`src/rtl/pool_relu_pkg.sv`:
```
// Shared types and constants for the pool_relu block: FSM states, lane geometry and a
// lane-wise ReLU helper used when the optional ReLU stage is built in.
package pool_relu_pkg;

    localparam int LANES  = 4;
    localparam int LANE_W = 8;
    localparam int WORD_W = LANES * LANE_W;

    typedef enum logic [2:0] {
        IDLE,
        RD0,
        RD1,
        RD2,
        RD3,
        WR,
        DONE
    } state_t;

    // Clamp every negative signed lane to zero.
    function automatic logic [WORD_W-1:0] relu_word(input logic [WORD_W-1:0] w);
        logic [WORD_W-1:0] o;
        o = '0;
        for (int k = 0; k < LANES; k++) begin
            o[k*LANE_W +: LANE_W] = w[k*LANE_W + LANE_W - 1] ? '0 : w[k*LANE_W +: LANE_W];
        end
        return o;
    endfunction

endpackage

```
`src/rtl/pool_lane_max.sv`:
```
// Combinational lane-wise signed maximum of two packed words of int8 lanes.
module pool_lane_max
    import pool_relu_pkg::*;
(
    input  logic [WORD_W-1:0] a,
    input  logic [WORD_W-1:0] b,
    output logic [WORD_W-1:0] y
);

    always_comb begin
        y = '0;
        for (int k = 0; k < LANES; k++) begin
            if ($signed(a[k*LANE_W +: LANE_W]) > $signed(b[k*LANE_W +: LANE_W]))
                y[k*LANE_W +: LANE_W] = a[k*LANE_W +: LANE_W];
            else
                y[k*LANE_W +: LANE_W] = b[k*LANE_W +: LANE_W];
        end
    end

endmodule

```
`src/rtl/pool_relu.sv`:
```
// 2x2 stride-2 max-pool over packed int8 feature maps, one output word every 5 cycles.
// Define POOL_RELU_EN to clamp each pooled lane at zero (ReLU after pool).
module pool_relu
    import pool_relu_pkg::*;
(
    input  logic              clk,
    input  logic              rst,
    input  logic              start,
    input  logic [7:0]        fm_w,
    input  logic [7:0]        fm_h,
    input  logic [7:0]        n_grp,
    output logic [31:0]       src_addr,
    input  logic [WORD_W-1:0] src_rdata,
    output logic [31:0]       dst_addr,
    output logic [3:0]        dst_wreq,
    output logic [WORD_W-1:0] dst_wdata,
    output logic              busy,
    output logic              done
);

    state_t            state;
    state_t            state_nxt;
    logic [7:0]        w_q;
    logic [7:0]        h_q;
    logic [7:0]        n_q;
    logic [7:0]        grp;
    logic [7:0]        row;
    logic [7:0]        col;
    logic [7:0]        rd_row;
    logic [7:0]        rd_col;
    logic [31:0]       src_idx;
    logic [31:0]       out_idx;
    logic [WORD_W-1:0] max_q;
    logic [WORD_W-1:0] max_new;
    logic [WORD_W-1:0] pooled;
    logic              degenerate;
    logic              last_col;
    logic              last_row;
    logic              last_grp;

    assign degenerate = (fm_w < 8'd2) || (fm_h < 8'd2) || (n_grp == 8'd0);
    // A further window exists only if a full 2-wide/2-high pair still fits.
    assign last_col   = ({1'b0, col} + 9'd4) > {1'b0, w_q};
    assign last_row   = ({1'b0, row} + 9'd4) > {1'b0, h_q};
    assign last_grp   = ({1'b0, grp} + 9'd1) >= {1'b0, n_q};

    assign busy = (state != IDLE) && (state != DONE);
    assign done = (state == DONE);

    always_ff @(posedge clk or negedge rst) begin
        if (!rst) state <= IDLE;
        else      state <= state_nxt;
    end

    always_comb begin
        state_nxt = state;
        case (state)
            IDLE:    if (start) state_nxt = degenerate ? DONE : RD0;
            RD0:     state_nxt = RD1;
            RD1:     state_nxt = RD2;
            RD2:     state_nxt = RD3;
            RD3:     state_nxt = WR;
            WR:      state_nxt = (last_col && last_row && last_grp) ? DONE : RD0;
            DONE:    state_nxt = IDLE;
            default: state_nxt = IDLE;
        endcase
    end

    always_comb begin
        rd_row = row;
        rd_col = col;
        case (state)
            RD1: rd_col = col + 8'd1;
            RD2: rd_row = row + 8'd1;
            RD3: begin
                rd_row = row + 8'd1;
                rd_col = col + 8'd1;
            end
            default: ;
        endcase
    end

    assign src_idx  = ({24'd0, grp} * {24'd0, h_q} + {24'd0, rd_row}) * {24'd0, w_q}
                    + {24'd0, rd_col};
    assign src_addr = (state == RD0 || state == RD1 || state == RD2 || state == RD3)
                    ? (src_idx << 2) : 32'd0;

    pool_lane_max u_lane_max (
        .a (max_q),
        .b (src_rdata),
        .y (max_new)
    );

`ifdef POOL_RELU_EN
    assign pooled = relu_word(max_new);
`else
    assign pooled = max_new;
`endif

    // Read data lags the address by one cycle, so RD1 sees the first word and WR the fourth.
    always_ff @(posedge clk or negedge rst) begin
        if (!rst) begin
            w_q       <= '0;
            h_q       <= '0;
            n_q       <= '0;
            grp       <= '0;
            row       <= '0;
            col       <= '0;
            out_idx   <= '0;
            max_q     <= '0;
            dst_addr  <= '0;
            dst_wdata <= '0;
            dst_wreq  <= '0;
        end else begin
            dst_wreq <= 4'h0;
            case (state)
                IDLE: begin
                    if (start) begin
                        w_q     <= fm_w;
                        h_q     <= fm_h;
                        n_q     <= n_grp;
                        grp     <= '0;
                        row     <= '0;
                        col     <= '0;
                        out_idx <= '0;
                    end
                end
                RD1:     max_q <= src_rdata;
                RD2,
                RD3:     max_q <= max_new;
                WR: begin
                    dst_wreq  <= 4'hF;
                    dst_wdata <= pooled;
                    dst_addr  <= out_idx << 2;
                    out_idx   <= out_idx + 32'd1;
                    if (!last_col) begin
                        col <= col + 8'd2;
                    end else begin
                        col <= '0;
                        if (!last_row) begin
                            row <= row + 8'd2;
                        end else begin
                            row <= '0;
                            grp <= grp + 8'd1;
                        end
                    end
                end
                default: ;
            endcase
        end
    end

endmodule

```
`config.mk`:
```
export PLATFORM = sky130hd
export DESIGN_NAME = pool_relu
export DESIGN_NICKNAME = d
export VERILOG_FILES = /design/src/rtl/pool_relu_pkg.sv /design/src/rtl/pool_lane_max.sv /design/src/rtl/pool_relu.sv
export SDC_FILE = /design/constraint.sdc
export NUM_CORES = 1
export LEC_CHECK = 0
export BUFFER_PORTS_ARGS = -buffer_cell sky130_fd_sc_hd__buf_4
export CORE_AREA = 2 2 199 201
export CTS_CLUSTER_SIZE = 25
export DETAILED_ROUTE_END_ITERATION = 16
export DIE_AREA = 0 0 201 203
export GPL_TIMING_DRIVEN = 0
export PLACE_DENSITY = 0.68
export SLEW_MARGIN = 15
export SYNTH_ARGS = -nofsm -noshare
export SYNTH_HDL_FRONTEND = slang
export SYNTH_SLANG_ARGS = --single-unit
```
`constraint.sdc`:
```
create_clock -name clk -period 13.55 [get_ports clk]
set_clock_uncertainty 0.1 [all_clocks]
set_input_delay 0.6775 -clock clk [delete_from_list [all_inputs] [get_ports clk]]
set_output_delay 0.6775 -clock clk [all_outputs]
set_load 0.01 [all_outputs]
```
==> results.md <==
| Quantity | Reported | Unit |
|---|---|---|
| Result of the run | finished, final reports clean | - |
| Setup tns final | 0 | ns |
| Cell at the root of the clock tree | sky130_fd_sc_hd__clkbuf_16 | - |
| Hold buffer count at CTS | 0 | - |
| Slew at the pin with the worst max-slew slack | 0.973 | ns |
| H-tree depth | 4 | - |
| Share of cells above drive strength 1 | 10.0 | % |
| CP required | 12.77 | ns |
| Synthesized-area fraction occupied by xor and xnor cells | 2.04 | % |
| Ports | 161 | - |
| Chip width | 201 | um |
| Final design utilization | 50.9 | % |
| Number of port buffers | 152 | - |
| Initial drt markers | 969 | - |
| Number of cells upsized or downsized after cts | 0 | - |
| Buffers inserted during post-CTS setup optimization | 0 | - |
| Total of endpoints with negative setup slack in the final report | 0 | - |
| Max Fanout on Critical Path | 10 | - |
| Class of the tightest hold or removal check | in2async | - |
| First-pass DRT Iterations | 5 | - |
| Crit path launch type | flop | - |
| Post-synth top area share | 25.4 | % |
| VDD IR max | 0.128 | mV |
| Number of vias per cell after detailed routing | 5.32 | - |
| Avg Inst Size Synth | 8.36 | um2 |
| Detailed Route WL | 44300 | um |
| Maximum number of pins on one net before global-route repair | 104 | - |
| Share of synthesized area spent on multiplexers | 0.591 | % |
| Average routed wire per standard cell | 16.1 | um |
| Worst setup timing slack at the placement stage | 2.97 | ns |
| Ratio of final minimum period to clock period | 81.0 | % |
| Final WS setup | 2.57 | ns |
| Highest attainable clock frequency | 91.1 | MHz |
| Critical Path Sink Type | primary output | - |
| CTS sink cnt | 174 | - |
| Cell type contributing the most total cell area after synthesis | sky130_fd_sc_hd__dfrtp_1 | - |
| Vias in the first global route | 15000 | - |
| TritonCTS clock tree | built | - |
| Last weighted congestion value of the routability-driven placer | 0.881 | - |
| Leakage power | 9.84 | nW |
| Number of nets with antenna violations after detailed routing | 0 | - |
| Fraction of registers with async set/reset | 100 | % |
| Clock Latency Late Sink | 0.44 | ns |
| Endpoint arrival time on the critical path | 10.20 | ns |
| Critical path class | reg2out | - |
| Number of CTS-inserted buffers | 17 | - |
| Most common cell in the netlist | sky130_fd_sc_hd__nand2_1 | - |
| Total number of vias | 14700 | - |
| Relative slew slack | 34.1 | % |
| Flop and latch count out of synthesis | 174 | - |
| Floorplan core area | 38500 | um2 |
| Maximum number of buffers from clock root to sink | 2 | - |
| DP HPWL | 34700 | um |
| Slowest stage cell on the critical path | sky130_fd_sc_hd__o311ai_1 | - |
| Number of enable-type register cells in the synthesized netlist | 0 | - |
| Number of instances in the placed design | 2728 | - |
| Post-synthesis simple-gate area fraction | 21.9 | % |
| Initial cell density of the core | 44.6 | % |
| Die boundary height | 203 | um |
| Number of failing hold endpoints at the final stage | 0 | - |
| Drc violations | 0 | - |
| Post-DP Area | 19000 | um2 |
| Leading cell types by total area after synthesis | sky130_fd_sc_hd__dfrtp_1 25%, sky130_fd_sc_hd__fa_1 17%, sky130_fd_sc_hd__ha_1 12%, sky130_fd_sc_hd__nand2_1 8.0%, sky130_fd_sc_hd__inv_1 5.8% | - |
| Overflow left after global routing | 0 | - |
| Post-CTS clock slew at the launch and capture registers of the worst setup and hold paths | 0.08 | ns |
| Dominant combinational cell family by area after synthesis | adder cells | - |
| Kind of cell with the highest combined delay on the critical path | adder cells | - |
| Minimum clock period after layout | 10.98 | ns |
| Final std cell area, no fill | 19600 | um2 |
| Delay of the slowest cell on the worst path | 0.88 | ns |
| Synth Cell Area | 17100 | um2 |
| Number of distinct standard cells referenced by the synthesized netlist | 74 | - |
| Synth-to-layout area growth | 14.3 | % |
| Number of placement rows | 72 | - |
| Primary flip-flop cell chosen by synthesis mapping | sky130_fd_sc_hd__dfrtp_1 | - |
| Synthesized instance count | 2050 | - |
| Sequential share of the synthesized area | 25.4 | % |
| Max-slew violation count | 0 | - |
| Non-filler cells, final | 2760 | - |
| Combined global-route utilization of all metal layers | 22.0 | % |
| Number of nets at the end of the flow | 2589 | - |
| Count of synthesis-stage warnings from yosys | 0 | - |
| Crit path buf inv count | 8 | - |
| Floorplan die area | 40800 | um2 |
| Count of inserted antenna diode cells | 0 | - |
| Antenna violations before repair | 1 | - |
| Wire length of the first global-routing pass | 74300 | um |
| RSZ-0062 raised after global routing | false | - |
| Most prevalent standard cell on the critical path | sky130_fd_sc_hd__fa_1 | - |
| Compound-Gate Fraction of Synth Area | 13.5 | % |
| Commonest cells post-synth | 364 x sky130_fd_sc_hd__nand2_1, 266 x sky130_fd_sc_hd__inv_1, 174 x sky130_fd_sc_hd__dfrtp_1, 159 x sky130_fd_sc_hd__ha_1, 142 x sky130_fd_sc_hd__fa_1 | - |
| Adder and majority gate portion of the synthesized area | 28.2 | % |
| Power Density | 143 | nW/um2 |
| MaxCap Viol Count | 0 | - |
[power breakdown]
| group | internal, mW | switching [mW] | leakage (nW) |
|---|---|---|---|
| sequential | 0.693 | 0.164 | 2.21 |
| combinational | 0.548 | 0.900 | 7.34 |
| clock | 0.249 | 0.251 | 0.283 |
| total | 1.49 | 1.31 | 9.84 |
[kinds of logic (layout without fill, tap and decap cells)]
| family | after synthesis | after routing |
|---|---|---|
| buffers and inverters | 368 | 553 |
| AND/OR/NAND/NOR | 799 | 799 |
| AO/OA/AOI/OAI | 357 | 357 |
| other | 1 | 8 |
| flip-flops | 174 | 174 |
| XOR/XNOR | 40 | 40 |
| adder cells (fa/ha/maj) | 301 | 301 |
| multiplexers | 10 | 10 |
[path summary, 6_finish.rpt]
kind	depth (start not counted)	to	from	slack, ns
setup / recovery	32	src_addr[27]	grp[5]	2.57
hold / removal	1	dst_wdata[19]	rst	0.08
setup reg to reg	11	state[2]	row[2]	10.20
hold reg to reg	2	dst_addr[28]	dst_addr[28]	0.38
max in group asynchronous	2	w_q[5]	rst	12.36
min in group clk	3	h_q[3]	fm_h[3]	0.35
[worst register-to-register path: stages, from the launching register on]
cell	delay [ns]
sky130_fd_sc_hd__dfrtp_1	0.51
sky130_fd_sc_hd__ha_1	0.26
sky130_fd_sc_hd__nand3_1	0.16
sky130_fd_sc_hd__xnor2_1	0.17
sky130_fd_sc_hd__ha_1	0.29
sky130_fd_sc_hd__nand4_1	0.14
sky130_fd_sc_hd__o22a_1	0.20
sky130_fd_sc_hd__o22ai_1	0.34
sky130_fd_sc_hd__nand2_1	0.28
sky130_fd_sc_hd__o21ai_4	0.20
sky130_fd_sc_hd__or3_1	0.19
sky130_fd_sc_hd__or3b_1	0.35
[registers in the layout, summed over array words and instances, names as in the netlist, 7 cells and up]
register / cells
out_idx: 30
row: 7
w_q: 8
dst_addr: 30
grp: 8
max_q: 32
dst_wdata: 32
n_q: 8
col: 7
h_q: 8
[metal layers]
metal | GRT usage (%) | vias to the layer above | routed length (um) | share of wire (%)
met5 | 0 | - | 11 | 0.025
met4 | 5.85 | 2 | 726 | 1.6
met3 | 3.31 | 53 | 2320 | 5.2
met2 | 37.6 | 382 | 21300 | 48
met1 | 29.3 | 7176 | 20000 | 45
li1 | - | 7080 | - | -
[metrics by stage]
step                hold slack [ns]  total power [mW]
finish                       0.0794              2.80
global route                  0.121              3.03
CTS                           0.110              2.82
detailed placement            0.363              2.31
global placement              0.367              2.26
floorplan                     0.282              1.74
[area by class of cell]
class	count	area [um2]
multi-input combinational	1515	11400
timing repair buffer	153	1180
sequential	174	4350
inverter	267	1000
buffer	101	438
clock buffer	17	425
fill	3579	18900
clock inverter	15	161
tap	518	648
[cells in the final DEF (no fill, tap or decap), drive strengths merged, types with 15 or more instances in the layout]
cell type,synthesis,layout
nor3,32,32
nor2,123,123
a31oi,40,40
nand4,15,15
a21oi,53,53
or3,34,34
buf,21,174
dfrtp,174,174
o21a,15,15
o31ai,15,15
o211ai,43,43
fa,142,142
o21ai,120,120
nand2,365,365
nand3,36,36
clkbuf,80,97
inv,267,276
and2,135,135
xnor2,26,26
ha,159,159
Power figures use the tool's default switching activity.
